File: config.mk
export PLATFORM = sky130hd
export DESIGN_NAME = mod_counter_n
export DESIGN_NICKNAME = d
export VERILOG_FILES = /design/src/rtl/mod_counter_n.sv
export SDC_FILE = /design/constraint.sdc
export NUM_CORES = 1
export LEC_CHECK = 0
export CELL_PAD_IN_SITES_DETAIL_PLACEMENT = 2
export CELL_PAD_IN_SITES_GLOBAL_PLACEMENT = 2
export CORE_UTILIZATION = 24
export DETAILED_ROUTE_END_ITERATION = 7
export PLACE_DENSITY = 0.89
export SLEW_MARGIN = 25
export SYNTH_ARGS = -nofsm -noshare
export SYNTH_HDL_FRONTEND = slang
export SYNTH_SLANG_ARGS = --single-unit
File: constraint.sdc
create_clock -name CLK -period 2.3 [get_ports CLK]
set_clock_uncertainty 0.2 [all_clocks]
set_input_delay 0.46 -clock CLK [delete_from_list [all_inputs] [get_ports CLK]]
set_output_delay 0.46 -clock CLK [all_outputs]
set_load 0.005 [all_outputs]
File: src/rtl/mod_counter_n.sv
// Modulo-N up/down counter with parallel load, ENP/ENT/RCO cascade enables,
// one-shot stop-at-terminal mode, compare match and a registered terminal pulse.
module mod_counter_n #(
   parameter int WIDTH     = 8,
   parameter int MODULUS   = 256,
   parameter int RESET_VAL = 0
) (
   input  logic             CLK,
   input  logic             RST,
   input  logic             LDn,
   input  logic             ENP,
   input  logic             ENT,
   input  logic             UP,
   input  logic             ONESHOT,
   input  logic [WIDTH-1:0] D,
   input  logic [WIDTH-1:0] CMP,
   output logic [WIDTH-1:0] Q,
   output logic             RCO,
   output logic             TC_PULSE,
   output logic             MATCH,
   output logic             DONE
);

   localparam logic [WIDTH-1:0] MAX_Q   = WIDTH'(MODULUS - 1);
   localparam logic [WIDTH-1:0] RST_Q   = WIDTH'(RESET_VAL);
   localparam logic [WIDTH:0]   MOD_EXT = (WIDTH + 1)'(MODULUS);

   typedef enum logic {RUN, STOP} state_t;

   state_t           state_q;
   state_t           state_nxt;
   logic [WIDTH-1:0] q_nxt;
   logic             tc_nxt;
   logic             term;
   logic             step;

   // Out-of-range load values saturate to the top of the count range.
   function automatic logic [WIDTH-1:0] clamp_load(input logic [WIDTH-1:0] val);
      if ({1'b0, val} >= MOD_EXT)
         return MAX_Q;
      return val;
   endfunction

   assign term = UP ? (Q == MAX_Q) : (Q == '0);
   assign step = ENP & ENT & ~DONE;

   always_ff @(posedge CLK) begin
      if (RST)
         state_q <= RUN;
      else
         state_q <= state_nxt;
   end

   always_comb begin
      state_nxt = state_q;
      if (!LDn)
         state_nxt = RUN;
      else if (step && term && ONESHOT)
         state_nxt = STOP;
   end

   always_comb begin
      DONE  = (state_q == STOP);
      RCO   = ENT & term & ~DONE;
      MATCH = (Q == CMP);
   end

   // Count datapath: load beats counting; a terminal step either wraps or freezes.
   always_comb begin
      q_nxt  = Q;
      tc_nxt = 1'b0;
      if (!LDn) begin
         q_nxt = clamp_load(D);
      end else if (step) begin
         tc_nxt = term;
         if (!term)
            q_nxt = UP ? Q + 1'b1 : Q - 1'b1;
         else if (!ONESHOT)
            q_nxt = UP ? '0 : MAX_Q;
      end
   end

   always_ff @(posedge CLK) begin
      if (RST) begin
         Q        <= RST_Q;
         TC_PULSE <= 1'b0;
      end else begin
         Q        <= q_nxt;
         TC_PULSE <= tc_nxt;
      end
   end

endmodule

==> metrics.txt, run 1 <==
status complete, but fails checks; failing checks setup timing; dominant cells by area after synthesis dfxtp_1 21%, xnor2_1 8.4%, a2111oi_2 8.0%; 1st-pass router iterations 4; GR Overflow Total 0; Layout area overhead 93.33%; Worst Hold Class reg -> reg; Die X approximately 65 microns; total number of vias ~1,200; Syn Nets 140; CTS root buf clkbuf_8; post-route minimum period about 2.4 ns; P per Cell Area 479.6 mW/mm^2; Nets 217; crit end category flip-flop; cell with the most instances on the worst path buf_4; worst path required time 2.25 ns; Final Util 48.82%; Slew @ Worst Pin approximately 0.54 ns; Reg area around 210 sq um; Cells after Synth 110; Routed WL between 5 and 6 mm; RSZ-0062 raised after global routing true; top cells by count, synth 14 x inv_1, 10 x dfxtp_1, 9 x a21oi_1, 9 x xnor2_1, 8 x nor2_1; detailed router's first-iteration violation count 35; Die Area about 0.0042 sq mm; Yosys reg bits 10; vias in the first global route 1,399; setup slack after layout -0.07388 ns; CTS tree built; most common cell in the netlist inv_1; layout cells sized above 1 a little over two fifths; antenna violations before repair 0; Max Freq approximately 0.42 GHz; CP startpoint kind flip-flop; post-DR wirelength/cell approximately 22 microns; Arrival @ worst endpoint between 2 and 2.5 ns; chip height around 65 microns; n_diodes 0; crit path cell chain buf_4, fa_2, a211oi_2, o21ai_2, a21oi_2, buf_4, or4_4, a311oi_4; Fillers slightly above 400; CTS buffer count 3; Clock Path Buffers 2; CTS clk-pin slew, worst paths about 0.06 ns; biggest cell delay along the critical path roughly 0.43 ns; worst path bufs/invs 2; GP Congestion 0.9292; Max VDD drop roughly 0.00026 V; library cells used by synthesis 35; Top FF cell, synth dfxtp_1; first-pass GRT wire length 7.659 mm; starting density of the core between 20% and 30%; Slew HR roughly 64%; slowest CP cell or4_4; leading area contributor after synthesis dfxtp_1; crit share post-route 103.2%; Post-Syn Area per Cell between 8 and 9 sq um; core area 0.003716 sq mm; Finish-stage setup viols 1; port bufs 34; family with the most delay on the worst path compound AO/OA/AOI/OAI gates; combined area of the multi-input logic cells around 800 sq um; HPWL after detailed placement 3.471 mm; final-report max-slew violation count 0; crit-path max FO 4; CTS Hold Bufs 0; final hold vios 0; Ys Warns 0; DP Worst Slack -0.8416 ns; hold slack approximately 0.34 ns; Post-synth EDFFs 0; Top Ports 35; share of the synthesized area in the top cell type about a fifth; Post-route DRC 0; GRT Overall Usage approximately a quarter; Setup Crit Path Kind reg -> reg; max cap viols 0; ys async rst share 0%; CTS Sinks 10; vias per cell around 5.2; H-tree depth 1; Leak 0.7440 nW; final antenna-violating net count 0; Rows 22; largest net degree at the start of global routing 7; clk_lat worst skew around 0.25 ns; Seq/Total Area, Yosys a little over a fifth; mapped cell area around 940 sq um
## timing repair
item | CTS | global route
endpoints found under the hold margin | 0 | 0
buffers inserted | 6 | 4
endpoints found under the setup margin | 9 | 4
resized for setup | 24 | 15
pin swaps | 15 | 9
cloned | 0 | 0
## registers in the layout (all words and copies together), names as in the netlist
signal	cells
Q	8
TC_PULSE	1
DONE	1
## through the flow
| stage | setup TNS, ns | total power (W) | area, sq um | cells |
|---|---|---|---|---|
| global route | -0.1648 | 0.0009112 | 1814 | 234 |
| global placement | -3.538 | 0.0005099 | 1556 | 220 |
| finish | -0.07388 | 0.0008702 | 1814 | 234 |
| detailed placement | -4.891 | 0.0005370 | 1556 | 220 |
| floorplan | 0 | 0.0003488 | 938.4 | 110 |
| CTS | -0.01091 | 0.0008168 | 1738 | 230 |
## power breakdown
part / internal [W] / switching, W / leakage (nW)
combinational: 0.000223 / 0.000193 / 0.631
sequential: 0.000187 / 0.0000205 / 0.0844
clock: 0.000152 / 0.0000942 / 0.0288
total: 0.000563 / 0.000307 / 0.744
## logic make-up after synthesis
kind of cell,after synthesis,synth area share (%)
AOI/OAI and AO/OA,33,29.47
and+or+nand+nor,30,19.47
buffers and inverters,16,6.400
xor gates and xnor gates,13,12.13
DFF,10,21.33
adders and majority gates,7,10.13
muxes,1,1.067
## worst reg2reg max path: cells and delay by family, from the launching register on
kind	cells	cell delay (ns)
buffers and inverters	2	0.31
and+or+nand+nor	1	0.43
adders and majority gates	1	0.24
DFF	1	0.40
AOI/OAI and AO/OA	4	0.70
## layout make-up
type / instances / area share (%)
multi-input combinational: 84 / 44.14
timing repair buffer: 74 / 35.10
sequential: 10 / 11.52
tap: 48 / 3.310
clock buffer: 4 / 3.034
inverter: 14 / 2.897
## routing by layer
metal | routed length [microns] | part of all wire [%] | global-route usage (%) | vias to the layer above
met1 | 2077 | 40 | 26.62 | 608
li1 | - | - | - | 563
met2 | 2814 | 54 | 49.21 | 44
met5 | 0 | 0 | 0 | -
met3 | 225 | 4.3 | 5.106 | 9
met4 | 93 | 1.8 | 7.778 | 0
## path summary, 6_finish.rpt
| kind | endpoint | slack, ns | start | depth (start not counted) |
|---|---|---|---|---|
| setup / recovery | Q[6] | -0.07 | Q[0] | 8 |
| hold / removal | DONE | 0.34 | DONE | 2 |
| setup reg to reg | Q[6] | -0.07 | Q[0] | 8 |
| hold reg to reg | DONE | 0.34 | DONE | 2 |
## layout by cell type, fill, tap and decap left out, types with 3 or more instances in the layout
cell type / synthesis / routed
buf_4: 0 / 39
clkdlybuf4s50_1: 0 / 31
inv_1: 14 / 13
xnor2_1: 9 / 9
nor2_1: 8 / 7
dfxtp_1: 10 / 5
a21oi_1: 9 / 5
a2111oi_2: 5 / 5
dfxtp_2: 0 / 4
nand3_1: 5 / 4
xor2_1: 4 / 4
a21oi_2: 0 / 4
clkbuf_8: 0 / 4
nor3_1: 3 / 3
o21bai_1: 3 / 3
ha_1: 6 / 3
ha_4: 0 / 3
Power figures use the tool's default switching activity.
==> run 2: changes to the inputs <==
--- a/config.mk
+++ b/config.mk
@@ -7,9 +7,12 @@
 export LEC_CHECK = 0
 export CELL_PAD_IN_SITES_DETAIL_PLACEMENT = 2
 export CELL_PAD_IN_SITES_GLOBAL_PLACEMENT = 2
+export CORE_ASPECT_RATIO = 1.1
 export CORE_UTILIZATION = 24
 export DETAILED_ROUTE_END_ITERATION = 7
+export GPL_ROUTABILITY_DRIVEN = 0
 export PLACE_DENSITY = 0.89
+export SETUP_SLACK_MARGIN = 0.05
 export SLEW_MARGIN = 25
 export SYNTH_ARGS = -nofsm -noshare
 export SYNTH_HDL_FRONTEND = slang
==> metrics.txt, run 2 (synthesis results as in run 1) <==
most frequent cells in the layout 31 x buf_4, 30 x clkdlybuf4s50_1, 13 x inv_1; Clock Path Buffers 2 (unchanged); post-DR wirelength/cell 22.60 microns (+1.5%); Setup Crit Path Kind reg -> out; Reg with most FFs Q; max cap viols 0 (unchanged); Top Ports 35 (unchanged); final-report max-slew violation count 0 (unchanged); GR Overflow Total 0 (unchanged); CP startpoint kind flip-flop; total number of vias 1,171 (-4.3%); P per Cell Area 456.7 mW/mm^2 (-4.8%); post-route minimum period 2.339 ns (-0.03475 ns); port bufs 34 (unchanged); worst path bufs/invs 2 (unchanged); Finish-stage setup viols 1 (unchanged); core area 0.003684 sq mm (-0.88%); vias per cell 5.136 (-1.8%); Fillers 407 (-0.73%); Max VDD drop 0.0003546 V (+38%); Routed WL 5.152 mm (-1.1%); family with the most delay on the worst path simple AND/OR/NAND/NOR gates; final hold vios 0 (unchanged); crit-path max FO 4 (unchanged); RSZ-0062 raised after global routing true; Combinational Power Share 50.5% (+2.7 points); antenna violations before repair 0 (unchanged); FF-to-FF End Q[1]; worst path required time 1.64 ns (-0.61 ns); Hold Startpoint DONE; setup slack after layout -0.03914 ns (+0.03475 ns); layout cells sized above 1 39.89% (-2.6 points); Largest register FFs 8 (unchanged); HPWL after detailed placement 3.636 mm (+4.7%); CTS Sinks 10 (unchanged); hold slack 0.3292 ns (-0.01491 ns); chip height 67.58 microns (+4.7%); Post-route DRC 0 (unchanged); Nets 210 (-3.2%); Rows 23 (+4.5%); GRT Overall Usage 23.92% (-1.3 points); Max Freq 0.4275 GHz (+1.5%); Slew @ Worst Pin 0.4680 ns (-0.06797 ns); worst r2r src Q[0]; Slew HR 68.70% (+4.6 points); status complete, but fails checks; cell internal pwr 0.0005149 W (-8.5%); Die Area 0.004164 sq mm (about the same); crit path cell chain buf_4, nand4_4, nor4_4, nor2_2, nor3b_2, clkbuf_2; detailed router's first-iteration violation count 24 (-31%); leading cell type in the layout, fill and taps excluded buf_4; Leak 0.7166 nW (-3.7%); Worst Hold Class reg -> reg; slowest CP cell dfxtp_4; CTS tree built; Arrival @ worst endpoint 1.68 ns (-0.64 ns); Final Non-Filler Cells 228 (-2.6%); worst hold endpoint DONE; part of the power in registers 25.7% (+1.8 points); first-pass GRT wire length 6.948 mm (-9.3%); starting density of the core 25.48% (+0.22 points); clock power share 23.7% (-4.6 points); R2R depth 7 (-1); placed insts 219 (-0.45%); crit end category output port; failing checks setup timing; final antenna-violating net count 0 (unchanged); crit share post-route 101.7% (-1.5 points); biggest cell delay along the critical path 0.37 ns (-0.06 ns); CTS root buf clkbuf_8; CTS clk-pin slew, worst paths 0.05 ns (about the same); R2R setup slack 0.02 ns (+0.09 ns); 1st-pass router iterations 4 (unchanged); Net Sw Power 0.0002856 W (-7.1%); largest net degree at the start of global routing 12 (+5); CTS Hold Bufs 0 (unchanged); vias in the first global route 1,301 (-7.0%); Layout area overhead 86.80%; Switching Share 35.67% (+0.35 points); Die X 61.62 microns (-4.5%); H-tree depth 1 (unchanged); clk_lat worst skew 0.24 ns (about the same); n_diodes 0 (unchanged); Hold Crit Depth 2 (unchanged); CTS buffer count 3 (unchanged)
run 2: cell count changes in the layout (fill, tap and decap cells not counted), moves of 2 or more:
| cell | change |
|---|---|
| dfxtp_2 | -2 |
| buf_6 | +2 |
| buf_4 | -8 |
| xnor2_2 | +2 |
| xnor2_1 | -2 |
run 2: worst min-delay path, cell delays in order, from the launching register on:
cell,delay (ns)
dfxtp_1,0.34
inv_1,0.07
a21oi_1,0.06
run 2: worst max path at each step:
stage / slack (ns) / depth (start not counted) / end / start
floorplan: 0.12 / 7 / Q[6] / UP
global placement: -0.54 / 9 / Q[6] / UP
detailed placement: -0.68 / 9 / Q[6] / UP
CTS: -0.07 / 5 / RCO / Q[6]
global route: -0.05 / 6 / RCO / Q[5]
finish: -0.04 / 6 / RCO / Q[0]
run 2: layout make-up:
type                       count  area [sq um]  area share (%)
multi-input combinational     84         790.8           45.11
timing repair buffer          67         593.1           33.83
sequential                    10         210.2           11.99
tap                           50         62.56           3.569
inverter                      14         55.05           3.141
clock buffer                   3         41.29           2.355
run 2: through the flow:
stage	util [%]	area (sq um)	setup slack, ns	power [W]	TNS [ns]
CTS	45.14	1663	-0.06954	0.0007488	-0.06954
floorplan	-	938.4	0.1208	0.0003488	0
global route	47.59	1753	-0.05265	0.0008341	-0.09660
detailed placement	41.71	1536	-0.6781	0.0005335	-4.574
global placement	41.71	1536	-0.5414	0.0005049	-3.487
finish	47.59	1753	-0.03914	0.0008005	-0.03914
run 2: metal layers:
layer | wire length (microns) | GRT usage, % | up-vias
met5 | 0 | 0 | -
met4 | 203 | 8.333 | 0
met3 | 110 | 1.533 | 15
met2 | 2779 | 45.83 | 36
met1 | 2058 | 26.98 | 575
li1 | - | - | 545
run 2: timing repair:
| action | in CTS | in global routing |
|---|---|---|
| endpoints found under the hold margin | 0 | 0 |
| pin swaps | 9 | 10 |
| resized for setup | 23 | 21 |
| buffers inserted | 2 | 4 |
| endpoints found under the setup margin | 9 | 4 |
run 2: power by group through the flow:
stage / combinational (W) / clock, W / sequential, W
2_1_floorplan: 0.000138 / 0 / 0.000211
3_3_place_gp: 0.000302 / 0 / 0.000202
3_5_place_dp: 0.000329 / 0 / 0.000205
4_1_cts: 0.000364 / 0.000182 / 0.000203
5_1_grt: 0.000428 / 0.000200 / 0.000207
6_report: 0.000405 / 0.000190 / 0.000206
